--- config.mk ---
export PLATFORM = sky130hd
export DESIGN_NAME = trash_fetch
export DESIGN_NICKNAME = d
export VERILOG_FILES = /design/src/rtl/trash_fetch.sv
export SDC_FILE = /design/constraint.sdc
export NUM_CORES = 1
export LEC_CHECK = 0
export CAP_MARGIN = 20
export CORE_ASPECT_RATIO = 1.1
export CORE_MARGIN = 2
export CORE_UTILIZATION = 55
export DETAILED_ROUTE_END_ITERATION = 16
export MAX_ROUTING_LAYER = met4
export PLACE_DENSITY = 0.74
export SYNTH_ARGS = -nofsm -noshare
export SYNTH_HDL_FRONTEND = slang
export SYNTH_SLANG_ARGS = --single-unit
export TNS_END_PERCENT = 30
--- constraint.sdc ---
create_clock -name clk -period 4.05 [get_ports clk]
set_input_delay 1.0125 -clock clk [delete_from_list [all_inputs] [get_ports clk]]
set_output_delay 1.0125 -clock clk [all_outputs]
set_load 0.01 [all_outputs]
--- src/rtl/trash_fetch.sv ---
// trash_fetch: byte-loaded program store feeding one instruction per cycle to the execute stage
module trash_fetch #(
    parameter int DEPTH = 8,
    parameter int WIDTH = 16,
    localparam int AW = $clog2(DEPTH)
) (
    input  logic             clk,
    input  logic             reset,
    input  logic             load_en,
    input  logic             load_valid,
    input  logic [7:0]       load_byte,
    output logic [WIDTH-1:0] instr,
    output logic [AW-1:0]    instr_pc,
    output logic             instr_valid,
    input  logic             instr_ready,
    input  logic             jump_valid,
    input  logic [AW-1:0]    jump_addr,
    output logic [AW:0]      prog_len,
    output logic             fault
);
    typedef enum logic [1:0] {LOAD, EMPTY, BUBBLE, FETCH} state_t;
    localparam logic [AW:0] FULL = (AW + 1)'(DEPTH);
    state_t           state_q;
    logic [WIDTH-1:0] mem_q [DEPTH];
    logic [AW-1:0]    wr_ptr_q;
    logic [AW-1:0]    pc_q;
    logic             byte_phase_q;
    logic [7:0]       low_q;
    logic [AW:0]      prog_len_q;
    logic [WIDTH-1:0] instr_q;
    logic [AW-1:0]    instr_pc_q;
    logic             instr_valid_q;
    logic             fault_q;
    logic [AW:0]      pc_inc_d;
    logic [AW-1:0]    next_pc_d;
    logic             jump_ok_d;
    logic [AW-1:0]    jump_pc_d;
    logic             word_wr_d;
    // sequential pc wraps at the loaded program length; out-of-range jumps fall back to 0
    always_comb begin
        pc_inc_d  = {1'b0, pc_q} + 1'b1;
        next_pc_d = (pc_inc_d == prog_len_q) ? '0 : pc_inc_d[AW-1:0];
        jump_ok_d = {1'b0, jump_addr} < prog_len_q;
        jump_pc_d = jump_ok_d ? jump_addr : '0;
        word_wr_d = !reset && load_en && state_q == LOAD && load_valid && byte_phase_q;
    end
    // program memory takes a full word once its high byte arrives; never cleared
    always_ff @(posedge clk) begin
        if (word_wr_d) mem_q[wr_ptr_q] <= {load_byte, low_q};
    end
    // control FSM: load packing, bubble on entry/jump, handshake-driven fetch
    always_ff @(posedge clk) begin
        if (reset) begin
            state_q       <= EMPTY;
            wr_ptr_q      <= '0;
            pc_q          <= '0;
            byte_phase_q  <= 1'b0;
            low_q         <= '0;
            prog_len_q    <= '0;
            instr_q       <= '0;
            instr_pc_q    <= '0;
            instr_valid_q <= 1'b0;
            fault_q       <= 1'b0;
        end else if (load_en) begin
            state_q       <= LOAD;
            instr_valid_q <= 1'b0;
            if (state_q != LOAD) begin
                wr_ptr_q     <= '0;
                byte_phase_q <= 1'b0;
                prog_len_q   <= '0;
                fault_q      <= 1'b0;
            end else if (load_valid) begin
                byte_phase_q <= !byte_phase_q;
                if (!byte_phase_q) begin
                    low_q <= load_byte;
                end else begin
                    wr_ptr_q   <= wr_ptr_q + 1'b1;
                    prog_len_q <= (prog_len_q == FULL) ? prog_len_q : prog_len_q + 1'b1;
                end
            end
        end else begin
            case (state_q)
                LOAD: begin
                    byte_phase_q <= 1'b0;
                    pc_q         <= '0;
                    state_q      <= (prog_len_q == '0) ? EMPTY : BUBBLE;
                end
                BUBBLE, FETCH: begin
                    if (jump_valid) begin
                        instr_valid_q <= 1'b0;
                        pc_q          <= jump_pc_d;
                        fault_q       <= fault_q | !jump_ok_d;
                        state_q       <= BUBBLE;
                    end else if (state_q == BUBBLE) begin
                        instr_q       <= mem_q[pc_q];
                        instr_pc_q    <= pc_q;
                        instr_valid_q <= 1'b1;
                        state_q       <= FETCH;
                    end else if (instr_ready) begin
                        instr_q    <= mem_q[next_pc_d];
                        instr_pc_q <= next_pc_d;
                        pc_q       <= next_pc_d;
                    end
                end
                default: instr_valid_q <= 1'b0;
            endcase
        end
    end
    assign instr       = instr_q;
    assign instr_pc    = instr_pc_q;
    assign instr_valid = instr_valid_q;
    assign prog_len    = prog_len_q;
    assign fault       = fault_q;
endmodule

==> results.cfg, run 1 <==
[outcome]
outcome = finished clean

[logic_synthesis]
synth_edf_count = 128
ys_warn_count = 0
postSynthCellCount = 679
synth-seq-area-share_pct = 56.9
netlist_area_sq_mm = 0.00834
yosysTopAreaCell = edfxtp_1
ys_types = 50
synthArstFlopShare_pct = 0
avgSynthCellArea_sq_um = 12.3
syn_nets = 702
ys_ff_latch = 173
synth_top_cell_area_share_pct = 46.1
synthFlopType = edfxtp_1
synth_area_leaders = edfxtp_1 46%, dfxtp_1 11%, mux2i_1 10%, a22oi_1 3.2%, nor2_1 2.7%

[floorplanning]
io_pins = 42
rows = 47
fp.dieArea_sq_mm = 0.0162
initial_core_util_pct = 55.8
die_h_um = 133
coreArea_sq_mm = 0.0149
die_x_um = 121

[clock_network]
cts_tree = yes
root_buffer = clkbuf_16
cts_max_level = 4
clock_path_buffers = 2
cts-buffers-inserted = 17
cts.reportedPaths.clkPinSlew_ps = 60
cts_setup_buffers = 0
insertion_delay_ps = 430
ctsResizeCount = 0
cts.sinks = 173
cts_hold_buf = 0

[critical_path]
worstPathArrival_ps = 3330
criticalPathCategory = reg2reg
r2r_slack_ps = 1030
ff2ff_path_depth = 8
crit_required_ps = 4370
start_kind = flip-flop
reg2reg_to = instr[8]$_SDFFE_PP0P_
reg2reg_from = pc_q[1]$_SDFFE_PP0P_
critPathMaxFanout = 17
crit_path_end_kind = flip-flop

[power_and_ir_drop]
design_power_total_mw = 3.78
power.density_mw_per_mm2 = 394
ir_worst_vdd_v = 0.000286
power_leakage_nw = 3.17

[placed_design]
dp_slack_ps = 703
dp_cells = 901
place_area_sq_mm = 0.00903
dp_hpwl_um = 14100
gp_congestion = 0.876
numPortBuffers = 41

[cells_and_area]
fin_area_sq_mm = 0.00961
final_common_cell = edfxtp_1
multi_input_area_sq_mm = 0.00331
fillers = 1136
area_delta_synth_final_pct = 15.2
post-route-util_pct = 64.3
regArea_sq_mm = 0.00475
mostFrequentLayoutCells = 128 x edfxtp_1, 87 x mux2i_1, 61 x nor2_1
drive_above_1_share_pct = 13.3
layout.nets = 747
n_antenna_cell = 0
fin_cells = 933

[sta]
hold_viol_final = 0
rsz0062_at_grt = false
clock_skew_ps = 8.31
setup_violations = 0
setup_slack_ps = 1030
finalMaxSlewViolations = 0
setup_tns_ps = 0
period_minus_slack_ps = 3020
fin_crit_sh_pct = 74.5
fin_hold_ws_ps = 489
relSlewSlack_pct = 24.4
tightest_slew_ps = 1130
fmax_mhz = 332

[route]
first_pass_iters = 8
wirelength_um = 22300
wl_per_cell_um = 23.9
vias = 6198
drt_iter0_drc = 656
via_per_inst = 6.64
drtAntennaViolNets = 0
drc = 0

[worst_hold_path]
worstHoldPathCells = 2
hold_path_end = fault$_SDFFE_PP0P_
hp-class = reg2reg
hp-start = fault$_SDFFE_PP0P_

[global_route]
grt_max_degree = 63
antenna_found_initial = 0
grtUsageTotal_pct = 29.2
grt_pass1_vias = 6207
grt_pass1_wl_um = 34300
grt_overflow = 0

[flow_run]
cap_violations = 0
worst max-delay path: stages (launching register included):
cell,delay (ps)
dfxtp_1,420
ha_1,310
xnor2_1,410
nand3_1,250
o21ai_2,740
buf_4,360
o211ai_1,170
a2bb2oi_2,180
nor2_1,60
logic make-up (layout without fill, tap and decap cells):
logic type | Yosys count | after routing | synth area share (%)
AOI/OAI and AO/OA | 179 | 179 | 16.5
DFF | 173 | 173 | 56.9
and+or+nand+nor | 140 | 140 | 8.04
muxes | 104 | 104 | 13.0
buffers and inverters | 69 | 127 | 3.68
xor gates and xnor gates | 8 | 8 | 1.02
adders and majority gates | 6 | 6 | 0.900
synthesized netlist by cell type (2+ instances only):
cell / number
buf_2: 17
nand3_1: 17
mux2i_1: 87
nand4_1: 2
a2bb2oi_1: 5
nand2_1: 13
o221ai_1: 15
and3_1: 4
o21a_1: 2
nor3_1: 6
ha_1: 6
o21ai_0: 4
o211ai_1: 30
nor2_1: 61
buf_6: 3
a2bb2oi_2: 10
xnor2_1: 4
clkbuf_1: 24
nor2b_1: 4
mux2_2: 15
nand2b_1: 7
a21o_1: 2
dfxtp_1: 45
a21oi_1: 42
o21ai_1: 2
a211oi_1: 21
a311oi_1: 2
a22oi_1: 35
inv_1: 24
or3_1: 3
xor2_1: 3
and2_1: 18
mux4_2: 2
edfxtp_1: 128
layer usage:
| metal | global-route usage (%) | up-vias | wire length [um] |
|---|---|---|---|
| met5 | - | - | 0 |
| met4 | 13.3 | 0 | 787 |
| met3 | 5.22 | 83 | 1870 |
| met2 | 46.4 | 382 | 11000 |
| met1 | 36.8 | 3026 | 8690 |
| li1 | - | 2707 | - |
report_power, final:
part / switching, mW / internal [mW]
Sequential: 0.0289 / 1.90
Combinational: 0.157 / 0.110
Clock: 0.670 / 0.917
cell type report:
type	instances	area share, %
tap	196	2.55
clock inverter	11	1.42
sequential	173	49.4
clock buffer	21	4.59
timing repair buffer	71	6.62
inverter	24	0.938
multi-input combinational	437	34.5
sequential cells by signal, summed over array words and instances (netlist names), named ones only:
signal	flops
byte_phase_q	1
fault	1
instr	16
instr_pc	3
instr_valid	1
low_q	8
mem_q	128
pc_q	3
prog_len	4
state_q	2
wr_ptr_q	3
worst max path at each step:
stage	from	to	slack, ps	depth (start not counted)
6_report	pc_q[1]$_SDFFE_PP0P_	instr[8]$_SDFFE_PP0P_	1030	8
3_3_place_gp	load_en	mem_q[2][11]$_DFFE_PP_	720	7
3_5_place_dp	jump_valid	instr[8]$_SDFFE_PP0P_	700	8
2_1_floorplan	load_en	mem_q[0][0]$_DFFE_PP_	650	4
4_1_cts	load_en	mem_q[2][8]$_DFFE_PP_	1120	7
5_1_grt	pc_q[1]$_SDFFE_PP0P_	instr[8]$_SDFFE_PP0P_	890	8
Power figures use the tool's default switching activity.
==> inputs of run 2 (changes only) <==
==> constraint.sdc (replaced) <==
create_clock -name clk -period 2.95 [get_ports clk]
set_input_delay 0.7375 -clock clk [delete_from_list [all_inputs] [get_ports clk]]
set_output_delay 0.7375 -clock clk [all_outputs]
set_load 0.01 [all_outputs]
==> run 2 against run 1 <==
Effect of this change:
- first-iteration DRC count grew 8.4%
- cell area rose by 1.8%
- total power increased by 40%
- clock power increased by 42%
- critical path type unchanged
- largest cell class unchanged
- highest routed layer unchanged
==> results.cfg, run 2 (synthesis gave the netlist of run 1 again) <==
[critical_path]
crit_required_ps = 3280
critPathMaxFanout = 8
slowest_delay_ps = 550
ff2ff_path_depth = 8
worstSetupPathDepth = 8
crit_path_end_kind = flip-flop
start_kind = flip-flop
crit_family = compound AO/OA/AOI/OAI gates
path_buf_inv = 1
cp_slowest_cell = o21ai_2
cpMostUsedCell = nor2_1
crit_chain = ha_1 > xnor3_2 > a22oi_1 > nor2_1 > o21ai_2 > buf_4 > a2bb2oi_2 > nor2_1
worstPathArrival_ps = 3110
criticalPathCategory = reg2reg

[power_and_ir_drop]
p_sw_mw = 1.31
swShare_pct = 24.8
ir_worst_vdd_v = 0.000418
clockPowerShare_pct = 42.7
power_leakage_nw = 3.27
power.density_mw_per_mm2 = 541
pwr-share-seq_pct = 49.8
cell_internal_pwr_mw = 3.98
p_comb_share_pct = 7.5
design_power_total_mw = 5.29

[global_route]
grt_pass1_wl_um = 34400
grt_overflow = 0
grt_max_degree = 27
grtUsageTotal_pct = 29.7
grt_pass1_vias = 6291
antenna_found_initial = 0

[outcome]
outcome = finished clean

[clock_network]
cts_max_level = 4
ctsResizeCount = 0
insertion_delay_ps = 440
cts_tree = yes
cts.sinks = 173
clock_path_buffers = 2
cts-buffers-inserted = 17
cts.reportedPaths.clkPinSlew_ps = 70
cts_hold_buf = 0
root_buffer = clkbuf_16
cts_setup_buffers = 0

[sta]
tightest_slew_ps = 835
finalMaxSlewViolations = 0
clock_skew_ps = 8.39
fin_crit_sh_pct = 94.4
fmax_mhz = 359
setup_violations = 0
hold_viol_final = 0
setup_tns_ps = 0
period_minus_slack_ps = 2790
rsz0062_at_grt = false
relSlewSlack_pct = 44.3

[cells_and_area]
largest_reg_flops = 128
mostFrequentLayoutCells = 128 x edfxtp_1, 87 x mux2i_1, 61 x nor2_1
n_antenna_cell = 0
regMostFlops = mem_q
area_delta_synth_final_pct = 17.3
final_common_cell = edfxtp_1
multi_input_area_sq_mm = 0.00331
fillers = 1114
regArea_sq_mm = 0.00475
drive_above_1_share_pct = 15.2
layout.nets = 760

[route]
first_pass_iters = 5
via_per_inst = 6.60
wl_per_cell_um = 24.2
drc = 0
drt_iter0_drc = 711
vias = 6240
drtAntennaViolNets = 0
wirelength_um = 22900

[floorplanning]
initial_core_util_pct = 55.8
fp.dieArea_sq_mm = 0.0162
die_h_um = 133
io_pins = 42
coreArea_sq_mm = 0.0149
die_x_um = 121
rows = 47

[worst_hold_path]
hp-class = reg2reg
worstHoldPathCells = 2

[placed_design]
dp_hpwl_um = 14500
numPortBuffers = 41
gp_congestion = 0.919

[flow_run]
cap_violations = 0
[run 2: cell count changes in the layout (fill, tap and decap cells not counted)]
cell,delta
clkbuf_1,-4
inv_6,+3
clkinv_8,+1
nor2b_2,-1
nor2b_1,+1
bufinv_16,-1
clkinvlp_4,-2
buf_4,+8
clkinv_4,-1
inv_8,+4
buf_12,+5
[run 2: layout make-up]
type	instances	share of cell area [%]
flip-flops and latches	173	48.5
multi-input cells	437	33.8
repair buffers	84	8.14
clock buffers	17	4.35
well taps	196	2.51
clock inverters	15	1.74
inverters	24	0.921
[run 2: layer usage]
metal | up-vias | wire (um) | GRT usage, %
met4 | 0 | 952 | 14.4
met1 | 3039 | 8820 | 36.2
met2 | 383 | 11200 | 47.9
met5 | - | 0 | -
met3 | 84 | 1940 | 5.22
li1 | 2734 | - | -
[run 2: stage by stage]
step           hold slack (ps)  setup WS (ps)  instance area (sq um)  utilization (%)  instances
2_1_floorplan              493           17.5                   8340                -        679
3_3_place_gp               458           69.0                   9190             61.5        914
3_5_place_dp               472           30.2                   9190             61.5        914
4_1_cts                    487            242                   9780             65.5        946
5_1_grt                    512           10.3                   9780             65.5        946
6_report                   497            165                   9780             65.5        946
[run 2: worst paths after layout]
path	start	to	slack [ps]
max	pc_q[1]$_SDFFE_PP0P_	instr[10]$_SDFFE_PP0P_	160
min	fault$_SDFFE_PP0P_	fault$_SDFFE_PP0P_	500
max reg2reg	pc_q[1]$_SDFFE_PP0P_	instr[10]$_SDFFE_PP0P_	160
min reg2reg	fault$_SDFFE_PP0P_	fault$_SDFFE_PP0P_	500
[run 2: worst register-to-register path, delay by kind of cell (launching register included)]
family / cells / cell delay, ps
flip-flops: 1 / 450
adder cells (fa/ha/maj): 1 / 290
XOR/XNOR: 1 / 350
AND/OR/NAND/NOR: 2 / 210
AO/OA/AOI/OAI: 3 / 1010
buffers and inverters: 1 / 370
[run 2: power groups by stage]
stage	sequential, mW	combinational, mW	clock, mW
3_3_place_gp	2.69	0.377	0
2_1_floorplan	2.67	0.251	0
5_1_grt	2.64	0.414	2.37
6_report	2.63	0.397	2.26
4_1_cts	2.63	0.389	2.28
3_5_place_dp	2.69	0.385	0
